==> config.mk <==
export PLATFORM = sky130hd
export DESIGN_NAME = wam_spawner
export DESIGN_NICKNAME = d
export VERILOG_FILES = /design/src/rtl/wam_pkg.sv /design/src/rtl/wam_lfsr.sv /design/src/rtl/wam_spawner.sv
export SDC_FILE = /design/constraint.sdc
export NUM_CORES = 1
export LEC_CHECK = 0
export BUFFER_PORTS_ARGS = -buffer_cell sky130_fd_sc_hd__buf_2
export CORE_MARGIN = 1
export CORE_UTILIZATION = 50
export DETAILED_ROUTE_END_ITERATION = 8
export PLACE_DENSITY = 0.71
export SLEW_MARGIN = 20
export SYNTH_ARGS = -nofsm -noshare
export SYNTH_HDL_FRONTEND = slang
export SYNTH_SLANG_ARGS = --single-unit
==> constraint.sdc <==
create_clock -name clk -period 6 [get_ports clk]
set_input_delay 0.3 -clock clk [delete_from_list [all_inputs] [get_ports clk]]
set_output_delay 0.3 -clock clk [all_outputs]
set_load 0.01 [all_outputs]
==> src/rtl/wam_pkg.sv <==
// -----------------------------------------------------------------------------
// wam_pkg
// Shared definitions for the Whac-A-Mole mole-lifecycle engine.
//   - default parameter values for the spawner and its LFSR
//   - popcount over a hole vector
//   - rotate-priority search for the first free hole from a start index
// Both helpers work on 32-bit vectors, the largest supported hole count.
// Callers zero-extend narrower hole vectors before passing them in.
// -----------------------------------------------------------------------------
package wam_pkg;

  localparam int         N_HOLES_DEF   = 8;
  localparam int         AGE_W_DEF     = 4;
  localparam int         LFSR_W_DEF    = 8;
  localparam logic [7:0] LFSR_TAPS_DEF = 8'h8E;
  localparam logic [7:0] SEED_DEF      = 8'hA5;
  localparam int         SCORE_W_DEF   = 16;
  localparam int         MAX_HOLES     = 32;

  // Result of the free-hole search: found=0 means every hole is occupied.
  typedef struct packed {
    logic       found;
    logic [4:0] idx;
  } pick_t;

  // Number of set bits in a (zero-extended) hole vector.
  function automatic logic [5:0] popcount(input logic [MAX_HOLES-1:0] v);
    logic [5:0] n;
    n = '0;
    for (int i = 0; i < MAX_HOLES; i++) begin
      n = n + 6'(v[i]);
    end
    return n;
  endfunction

  // First free hole scanning start, start+1, ... modulo n_holes.
  // n_holes must be a power of two so the wrap is a simple mask.
  // The scan runs from the far end backwards so the last hit written
  // is the one closest to start, which avoids an early-exit loop.
  function automatic pick_t find_free(input logic [MAX_HOLES-1:0] busy,
                                      input logic [4:0]           start,
                                      input int                   n_holes);
    pick_t      p;
    logic [4:0] mask;
    logic [4:0] j;
    p    = '0;
    mask = 5'(n_holes - 1);
    for (int k = MAX_HOLES - 1; k >= 0; k--) begin
      j = (start + 5'(k)) & mask;
      if ((k < n_holes) && !busy[j]) begin
        p.found = 1'b1;
        p.idx   = j;
      end
    end
    return p;
  endfunction

endpackage

==> src/rtl/wam_lfsr.sv <==
// -----------------------------------------------------------------------------
// wam_lfsr
// Right-shifting Galois LFSR used as the spawner's random source.
// Ports:
//   clk    in   system clock
//   clr_n  in   asynchronous active-low reset, loads SEED
//   adv    in   advance one step this cycle
//   num    out  current LFSR state (LFSR_W bits)
// An all-zero state is a lock-up state for this structure; if it is ever
// observed the register reloads SEED on the next edge, advancing or not.
// -----------------------------------------------------------------------------
module wam_lfsr
  import wam_pkg::*;
#(
  parameter int                LFSR_W    = LFSR_W_DEF,
  parameter logic [LFSR_W-1:0] LFSR_TAPS = LFSR_W'(LFSR_TAPS_DEF),
  parameter logic [LFSR_W-1:0] SEED      = LFSR_W'(SEED_DEF)
) (
  input  logic              clk,
  input  logic              clr_n,
  input  logic              adv,
  output logic [LFSR_W-1:0] num
);

  logic [LFSR_W-1:0] shifted;

  // Galois step: shift right and fold the tap mask in when a one falls out.
  always_comb begin
    shifted = num >> 1;
    if (num[0]) begin
      shifted = shifted ^ LFSR_TAPS;
    end
  end

  always_ff @(posedge clk or negedge clr_n) begin
    if (!clr_n) begin
      num <= SEED;
    end else if (num == '0) begin
      num <= SEED;
    end else if (adv) begin
      num <= shifted;
    end
  end

endmodule

==> src/rtl/wam_spawner.sv <==
// -----------------------------------------------------------------------------
// wam_spawner
// Mole-lifecycle engine: owns N_HOLES holes, spawns moles at pseudo-random
// free holes on game ticks, ages them out, and turns player hits into
// score/miss events with saturating counters.
// Ports:
//   clk        in   system clock
//   clr_n      in   asynchronous active-low reset
//   en         in   1 = run, 0 = freeze (state holds, pulses low)
//   tick       in   one-cycle game-step pulse
//   hit        in   per-hole debounced hit pulses
//   age_lim    in   mole lifetime in ticks (0 behaves as 1)
//   spawn_rto  in   spawn attempted when rnd < spawn_rto
//   max_live   in   cap on concurrent moles
//   holes      out  mole present per hole
//   hit_ok     out  pulse: hit landed on a live mole
//   hit_miss   out  pulse: hit landed on an empty hole
//   expired    out  pulse: mole aged out
//   score      out  saturating count of hit_ok events
//   misses     out  saturating count of hit_miss events
// All outputs are registered; inputs sampled at edge k appear after edge k.
// -----------------------------------------------------------------------------
module wam_spawner
  import wam_pkg::*;
#(
  parameter int                N_HOLES   = N_HOLES_DEF,
  parameter int                IDX_W     = $clog2(N_HOLES),
  parameter int                AGE_W     = AGE_W_DEF,
  parameter int                LFSR_W    = LFSR_W_DEF,
  parameter logic [LFSR_W-1:0] LFSR_TAPS = LFSR_W'(LFSR_TAPS_DEF),
  parameter logic [LFSR_W-1:0] SEED      = LFSR_W'(SEED_DEF),
  parameter int                SCORE_W   = SCORE_W_DEF
) (
  input  logic               clk,
  input  logic               clr_n,
  input  logic               en,
  input  logic               tick,
  input  logic [N_HOLES-1:0] hit,
  input  logic [AGE_W-1:0]   age_lim,
  input  logic [LFSR_W-1:0]  spawn_rto,
  input  logic [IDX_W:0]     max_live,
  output logic [N_HOLES-1:0] holes,
  output logic [N_HOLES-1:0] hit_ok,
  output logic [N_HOLES-1:0] hit_miss,
  output logic [N_HOLES-1:0] expired,
  output logic [SCORE_W-1:0] score,
  output logic [SCORE_W-1:0] misses
);

  localparam int                SUM_W = SCORE_W + 7;
  localparam logic [SUM_W-1:0]  SAT   = SUM_W'({SCORE_W{1'b1}});

  logic [LFSR_W-1:0]    rnd;
  logic                 adv;
  logic [AGE_W-1:0]     age     [N_HOLES];
  logic [AGE_W-1:0]     age_nxt [N_HOLES];
  logic [N_HOLES-1:0]   holes_nxt;
  logic [N_HOLES-1:0]   ok_nxt;
  logic [N_HOLES-1:0]   miss_nxt;
  logic [N_HOLES-1:0]   exp_nxt;
  logic [MAX_HOLES-1:0] holes_wide;
  logic [MAX_HOLES-1:0] ok_wide;
  logic [MAX_HOLES-1:0] miss_wide;
  logic [IDX_W:0]       live;
  logic [AGE_W-1:0]     lim;
  logic                 spawn_go;
  pick_t                pick;
  logic [SUM_W-1:0]     score_sum;
  logic [SUM_W-1:0]     miss_sum;
  logic [SCORE_W-1:0]   score_nxt;
  logic [SCORE_W-1:0]   misses_nxt;

  // The random source is sampled this cycle and steps on every accepted tick.
  assign adv = en & tick;

  wam_lfsr #(
    .LFSR_W    (LFSR_W),
    .LFSR_TAPS (LFSR_TAPS),
    .SEED      (SEED)
  ) u_lfsr (
    .clk   (clk),
    .clr_n (clr_n),
    .adv   (adv),
    .num   (rnd)
  );

  // Widen the per-hole vectors to the package helpers' fixed width.
  always_comb begin
    holes_wide                = '0;
    ok_wide                   = '0;
    miss_wide                 = '0;
    holes_wide[N_HOLES-1:0]   = holes;
    ok_wide[N_HOLES-1:0]      = ok_nxt;
    miss_wide[N_HOLES-1:0]    = miss_nxt;
  end

  // Spawn decision uses only registered state, so holes freed by a hit or
  // an expiry in this same cycle are never candidates.
  assign live     = (IDX_W + 1)'(popcount(holes_wide));
  assign lim      = (age_lim == '0) ? AGE_W'(1) : age_lim;
  assign pick     = find_free(holes_wide, 5'(rnd[IDX_W-1:0]), N_HOLES);
  assign spawn_go = tick && (rnd < spawn_rto) && (live < max_live) && pick.found;

  // Per-hole next state. A hit takes priority over aging, so a mole that is
  // hit on its expiry tick scores rather than expiring. A hit on the hole
  // being spawned is a miss (it was empty) and the spawn still lands.
  always_comb begin
    holes_nxt = holes;
    ok_nxt    = '0;
    miss_nxt  = '0;
    exp_nxt   = '0;
    for (int i = 0; i < N_HOLES; i++) begin
      age_nxt[i] = age[i];
      if (hit[i]) begin
        if (holes[i]) begin
          ok_nxt[i]    = 1'b1;
          holes_nxt[i] = 1'b0;
          age_nxt[i]   = '0;
        end else begin
          miss_nxt[i]  = 1'b1;
        end
      end else if (tick && holes[i]) begin
        if (age[i] >= lim) begin
          exp_nxt[i]   = 1'b1;
          holes_nxt[i] = 1'b0;
          age_nxt[i]   = '0;
        end else begin
          age_nxt[i]   = age[i] + AGE_W'(1);
        end
      end
      if (spawn_go && (pick.idx == 5'(i))) begin
        holes_nxt[i] = 1'b1;
        age_nxt[i]   = AGE_W'(1);
      end
    end
  end

  // Counters add the number of events this cycle and clamp at all-ones.
  always_comb begin
    score_sum  = SUM_W'(score)  + SUM_W'(popcount(ok_wide));
    miss_sum   = SUM_W'(misses) + SUM_W'(popcount(miss_wide));
    score_nxt  = (score_sum > SAT) ? '1 : score_sum[SCORE_W-1:0];
    misses_nxt = (miss_sum  > SAT) ? '1 : miss_sum[SCORE_W-1:0];
  end

  // Freeze holds every piece of state and forces the event pulses low.
  always_ff @(posedge clk or negedge clr_n) begin
    if (!clr_n) begin
      holes    <= '0;
      hit_ok   <= '0;
      hit_miss <= '0;
      expired  <= '0;
      score    <= '0;
      misses   <= '0;
      for (int i = 0; i < N_HOLES; i++) begin
        age[i] <= '0;
      end
    end else if (en) begin
      holes    <= holes_nxt;
      hit_ok   <= ok_nxt;
      hit_miss <= miss_nxt;
      expired  <= exp_nxt;
      score    <= score_nxt;
      misses   <= misses_nxt;
      for (int i = 0; i < N_HOLES; i++) begin
        age[i] <= age_nxt[i];
      end
    end else begin
      hit_ok   <= '0;
      hit_miss <= '0;
      expired  <= '0;
    end
  end

endmodule

After elaboration in Yosys (flattened, before gate mapping)
Index checks and enable logic that the tools add are counted.
- add/subtract/negate cells: 38
- order comparisons: 20
- equal/unequal tests: 15
- mux-type cells: 161
- bitwise logic cells: 2
- reductions and logical operators: 55
- operator list (operator ; count):
    two-way mux 4 bit ; 41
    two-way mux 1 bit ; 96
    < comparator 3 x 6 -> 1 bit, second input constant ; 8
    two-way mux 6 bit ; 8
    two-way mux 8 bit ; 6
    AND reduction 3 bit ; 16
    nonzero test 3 bit ; 16
    adder 16 x 6 -> 17 bit ; 2
    > comparator 17 x 16 -> 1 bit, second input constant ; 2
    adder 4 x 1 -> 4 bit, second input constant ; 8
    greater-or-equal comparator 4 bit ; 8
    two-way mux 16 bit ; 2
    adder 6 x 1 -> 6 bit ; 4
    binary-select mux 1 bit (select 3 bit) ; 8
    inequality test 3 x 1 -> 1 bit, second input constant ; 8
    equality test 5 x 3 -> 1 bit, second input constant ; 4
    logical AND 1 bit ; 19
    adder 4 x 1 -> 4 bit ; 4
    adder 3 x 1 -> 4 bit ; 3
    adder 3 bit, second input constant ; 4
    adder 5 x 1 -> 6 bit ; 2
    adder 4 x 1 -> 5 bit ; 2
    equality test 5 x 2 -> 1 bit, second input constant ; 2
    adder 2 x 1 -> 3 bit ; 3
    12 further kinds ; 15
- register bits after elaboration: 104
- input bits: 28
- output and inout bits: 64
- word-level logic and storage cells: 313

Depth between registers and ports, before layout
- depth after elaboration: 15
- mapped depth: 18
- gate-level depth less buffers: 17

Modules after synthesis
A second synthesis with hierarchy kept.
- cell total of the unflattened synthesis: 833
- area, all modules: 7776.2 µm²
- by module, submodules not included (module ; times used ; cells each ; area each (µm²) ; seq. area each (µm²)):
    wam_spawner ; 1 ; 804 ; 7373.3 ; 2402.3
    wam_lfsr ; 1 ; 29 ; 402.9 ; 205.2

Worst setup path after synthesis
OpenSTA, ideal clock, no wires.
- path type: reg2reg
- from: register holes[0]
- to: register score[9]
- library setup time: 0.083 ns
- data arrival time: 4.988 ns
- required time: 5.917 ns
- slack: 0.929 ns
- stages on the path, launching flop included: 17
- buffers on the path: 2
- cell sequence: dfrtp_1 clkbuf_1 clkbuf_1 nand2_1 fa_1 inv_1 fa_1 inv_1 fa_1 fa_1 fa_1 nor2b_1 o21ai_0 a2111oi_0 nand3_1 a21o_1 o21ai_0
- word-level cells in the longest chain between the ends: 12
- ends and longest elaborated chain (element ; line ; source):
    from (decl) ; wam_spawner.sv:42 ; output logic [N_HOLES-1:0] holes,
    from (signal assigned) ; wam_spawner.sv:159 ; holes <= holes_nxt;
    two-way mux 1 bit * ; wam_spawner.sv:115 ; if (holes[i]) begin
    two-way mux 1 bit * ; wam_spawner.sv:114 ; if (hit[i]) begin
    adder 1 x 1 -> 2 bit * ; wam_pkg.sv:31 ; n = n + 6'(v[i]);
    adder 2 x 1 -> 3 bit * ; wam_pkg.sv:31 ;
    adder 3 x 1 -> 4 bit * ; wam_pkg.sv:31 ;
    adder 4 x 1 -> 5 bit * ; wam_pkg.sv:31 ;
    adder 5 x 1 -> 6 bit * ; wam_pkg.sv:31 ;
    adder 6 x 1 -> 6 bit * (2 in a row) ; wam_pkg.sv:31 ;
    adder 16 x 6 -> 17 bit * ; wam_spawner.sv:140 ; score_sum = SUM_W'(score) + SUM_W'(popcount(ok_wide));
    > comparator 17 x 16 -> 1 bit ; wam_spawner.sv:142 ; score_nxt = (score_sum > SAT) ? '1 : score_sum[SCORE_W-1:0];
    two-way mux 16 bit * ; wam_spawner.sv:142 ;
    to (signal assigned) ; wam_spawner.sv:163 ; score <= score_nxt;
    to (decl) ; wam_spawner.sv:46 ; output logic [SCORE_W-1:0] score,
Every way passes the cells marked *; elsewhere a longest branch is shown, timed or not.
A chain may end at the register's enable or synchronous reset.

Worst setup path in the final report
- from: register holes[0]
- to: register age[9] in the netlist's numbering
- word-level cells in the longest chain between the ends: 14
- ends and longest elaborated chain (element ; line ; source):
    branches (longest 11 deep; another with adder 3 x 1 -> 4 bit) ; -- ;
    logical AND 1 bit * ; wam_spawner.sv:131 ; if (spawn_go && (pick.idx == 5'(i))) begin
    inequality test 3 x 1 -> 1 bit (no source line) or nonzero test 3 bit (tied branches) ; -- ;
    AND reduction 3 bit (no source line) ; -- ;
    to (signal, indexed assignment) ; wam_spawner.sv:166 ; age[i] <= age_nxt[i];
    to (decl) ; wam_spawner.sv:55 ; logic [AGE_W-1:0] age [N_HOLES];
Mark *: on every way between the ends. The select of a mux whose other input is x is not followed.

==> flow_metrics.py <==
metrics = {
    "routing": {
        "drtIter0Drc": 438,
        "via_per_inst": 5.94,
        "drc": 6,
        "drtPass1Iterations": 7,
        "vias": 6544,
        "post_drt_wl_per_cell_um": 17.4,
        "routed_wirelength_um": 19100,
        "antenna_left": 0,
    },
    "floorplan": {
        "initial_utilization": 0.518,
        "dieWidth_um": 126,
        "io_pins": 92,
        "core_sq_um": 14800,
        "dieArea_sq_um": 15800,
        "die-height_um": 126,
        "row_count": 44,
    },
    "synthesis": {
        "yosysUniqueCellTypes": 69,
        "synth_cells": 844,
        "ys_warn_count": 0,
        "synth_nets": 953,
        "synth-edff-count": 0,
        "synth_flop_cell": "dfrtp_1",
        "synth-seq-area-share": 0.341,
        "async_flop_share": 1.00,
        "avgSynthCellArea_sq_um": 9.06,
        "ys_ff_latch": 104,
        "syn_area_sq_um": 7650,
    },
    "critical_path": {
        "start_kind": "flop",
        "end_kind": "flop",
        "startpoint": "holes[0]$_DFFE_PN0P_",
        "worstPathMaxFanout": 20,
        "cp.required_ns": 6.25,
        "worstSetupPathType": "reg2reg",
        "r2r_slack_ns": 0.92,
        "reg2reg_depth": 17,
        "cp-endpoint": "age[9]$_DFFE_PN0P_",
        "r2r_end": "age[9]$_DFFE_PN0P_",
        "arrival_ns": 5.34,
        "r2r-start": "holes[0]$_DFFE_PN0P_",
    },
    "clock_tree": {
        "holdBufCountCts": 0,
        "cts-root-buf": "clkbuf_16",
        "cts_tree": "yes",
        "clock-sinks": 104,
        "cts_buffer_depth": 2,
        "cts_setup_buffers": 0,
        "cts.clk_slew.worst_paths_ns": 0.07,
        "cts_inserted_buffers": 9,
        "clk_latency_ns": 0.36,
        "cts_resized": 0,
        "cts_max_level": 3,
    },
    "outcome": {
        "violations": "DRC, hold timing",
        "status": "complete, but fails checks",
    },
    "finish": {
        "final_common_cell": "dfrtp_1",
        "stdcell_area_sq_um": 8520,
        "final_layout_size_suffix_gt1_frac": 0.158,
        "finalCoreUtilization": 0.577,
        "syn_to_final_growth_pct": 11.3,
        "diodes": 0,
        "final_cell_mix": "dfrtp_1 (100), buf_2 (90), nand2_1 (82)",
        "instances_no_fill": 1102,
        "layout.nets": 1022,
    },
    "timing": {
        "min_period_ns": 5.08,
        "worstMarginPinSlew_ns": 0.736,
        "clock_skew_ns": 0.00638,
        "setup_viol": 0,
        "finalHoldViolCount": 6,
        "fmax_mhz": 197,
        "max-slew-margin-rel": 0.509,
        "final.period_utilization": 0.847,
        "tns_ns": 0,
        "whs_ns": -0.00374,
        "maxSlewViolCount": 0,
        "rsz0062_at_grt": "false",
    },
    "placement": {
        "dp_hpwl_um": 13600,
        "placed_cells": 1086,
        "place_area_sq_um": 8220,
        "gp_congestion": 0.885,
        "portBuffers": 91,
    },
    "min_path": {
        "worstHoldPathType": "in2async",
    },
    "grt": {
        "grt_start_max_net_pins": 58,
        "grt_use_total": 0.252,
        "grt_pass1_vias": 6390,
        "overflow": 0,
        "grt_pass1_wl_um": 31500,
        "antenna_found_initial": 0,
    },
    "pwr": {
        "ir_drop_uv": 383,
        "power_density_nw_per_um2": 484,
        "p_total_mw": 4.12,
        "leakage_nw": 4.14,
    },
    "flow_run": {
        "drv_cap": 0,
    },
}
worst max-delay path, cell delays in order (launching register included):
cell and delay (ns):
dfrtp_1 0.62, fa_1 0.64, inv_1 0.05, fa_1 0.49, fa_1 0.40, inv_1 0.06
ha_1 0.15, inv_1 0.06, fa_1 0.48, inv_1 0.04, ha_1 0.26, a21o_1 0.15
a21oi_1 0.14, o21ai_0 0.09, a311o_1 0.40, nor3b_1 0.46, nand2_1 0.19, a31o_2 0.28
registers in the layout (all words and copies together), names as in the netlist:
signal,count
expired,8
holes,8
age,32
hit_miss,8
misses,16
u_lfsr.num,8
score,16
hit_ok,8
synthesized netlist by cell type, types with 10 or more instances:
cell type | n | area [sq um]
nand4_1 | 10 | 62.6
nand2b_1 | 25 | 156
nor3_1 | 18 | 90.1
o21ai_0 | 57 | 285
clkbuf_1 | 28 | 105
a21oi_1 | 45 | 225
a22oi_1 | 10 | 75.1
fa_1 | 14 | 280
inv_1 | 68 | 255
mux2i_1 | 13 | 130
dfrtp_1 | 100 | 2500
nor2b_1 | 21 | 131
nand3_1 | 26 | 130
nor2_1 | 42 | 158
nand2_1 | 82 | 308
and3_1 | 21 | 131
ha_1 | 67 | 838
a21o_1 | 27 | 203
how the worst min path moves through the flow:
stage / to
3_3_place_gp: u_lfsr.num[1]$_DFFE_PN0P_
3_5_place_dp: u_lfsr.num[1]$_DFFE_PN0P_
2_1_floorplan: age[0]$_DFFE_PN0P_
5_1_grt: u_lfsr.num[3]$_DFFE_PN0P_
6_report: hit_miss[4]$_DFF_PN0_
4_1_cts: hit_miss[4]$_DFF_PN0_
through the flow:
| step | worst slack (ns) | hold slack [ns] |
|---|---|---|
| floorplan | 0.929 | 0.00441 |
| global placement | 1.10 | 0.408 |
| detailed placement | 0.926 | 0.411 |
| CTS | 0.929 | 0.0260 |
| global route | 0.633 | 0.0485 |
| finish | 0.918 | -0.00374 |
layout make-up:
class | count | area [sq um]
fillers | 1367 | 6240
clock buffers | 10 | 229
well taps | 184 | 230
inverters | 69 | 259
flip-flops and latches | 104 | 2610
multi-input cells | 630 | 4600
repair buffers | 99 | 518
clock inverters | 6 | 67.6
power breakdown:
group | total, mW | leakage [nW] | internal (mW) | switching (mW)
Clock | 0.606 | 0.144 | 0.326 | 0.280
Sequential | 1.23 | 1.24 | 0.915 | 0.314
Combinational | 2.29 | 2.76 | 1.03 | 1.26
Total | 4.12 | 4.14 | 2.27 | 1.85
cells by family after synthesis:
kind of cell             Yosys count  share of synthesized area
flip-flops                       104                      0.341
AO/OA/AOI/OAI                    219                      0.189
AND/OR/NAND/NOR                  287                      0.195
adder cells (fa/ha/maj)           81                      0.146
buffers and inverters            110                     0.0571
XOR/XNOR                          15                     0.0172
multiplexers                      28                     0.0538
per-layer routing:
metal / wire length [um] / GRT usage / up-vias
met4: 436 / 0.0846 / 0
met1: 8430 / 0.328 / 3136
met3: 1420 / 0.0573 / 31
li1: - / - / 3159
met5: 0 / 0 / -
met2: 8860 / 0.415 / 218
Note: power is estimated with default switching activity, not from simulation.
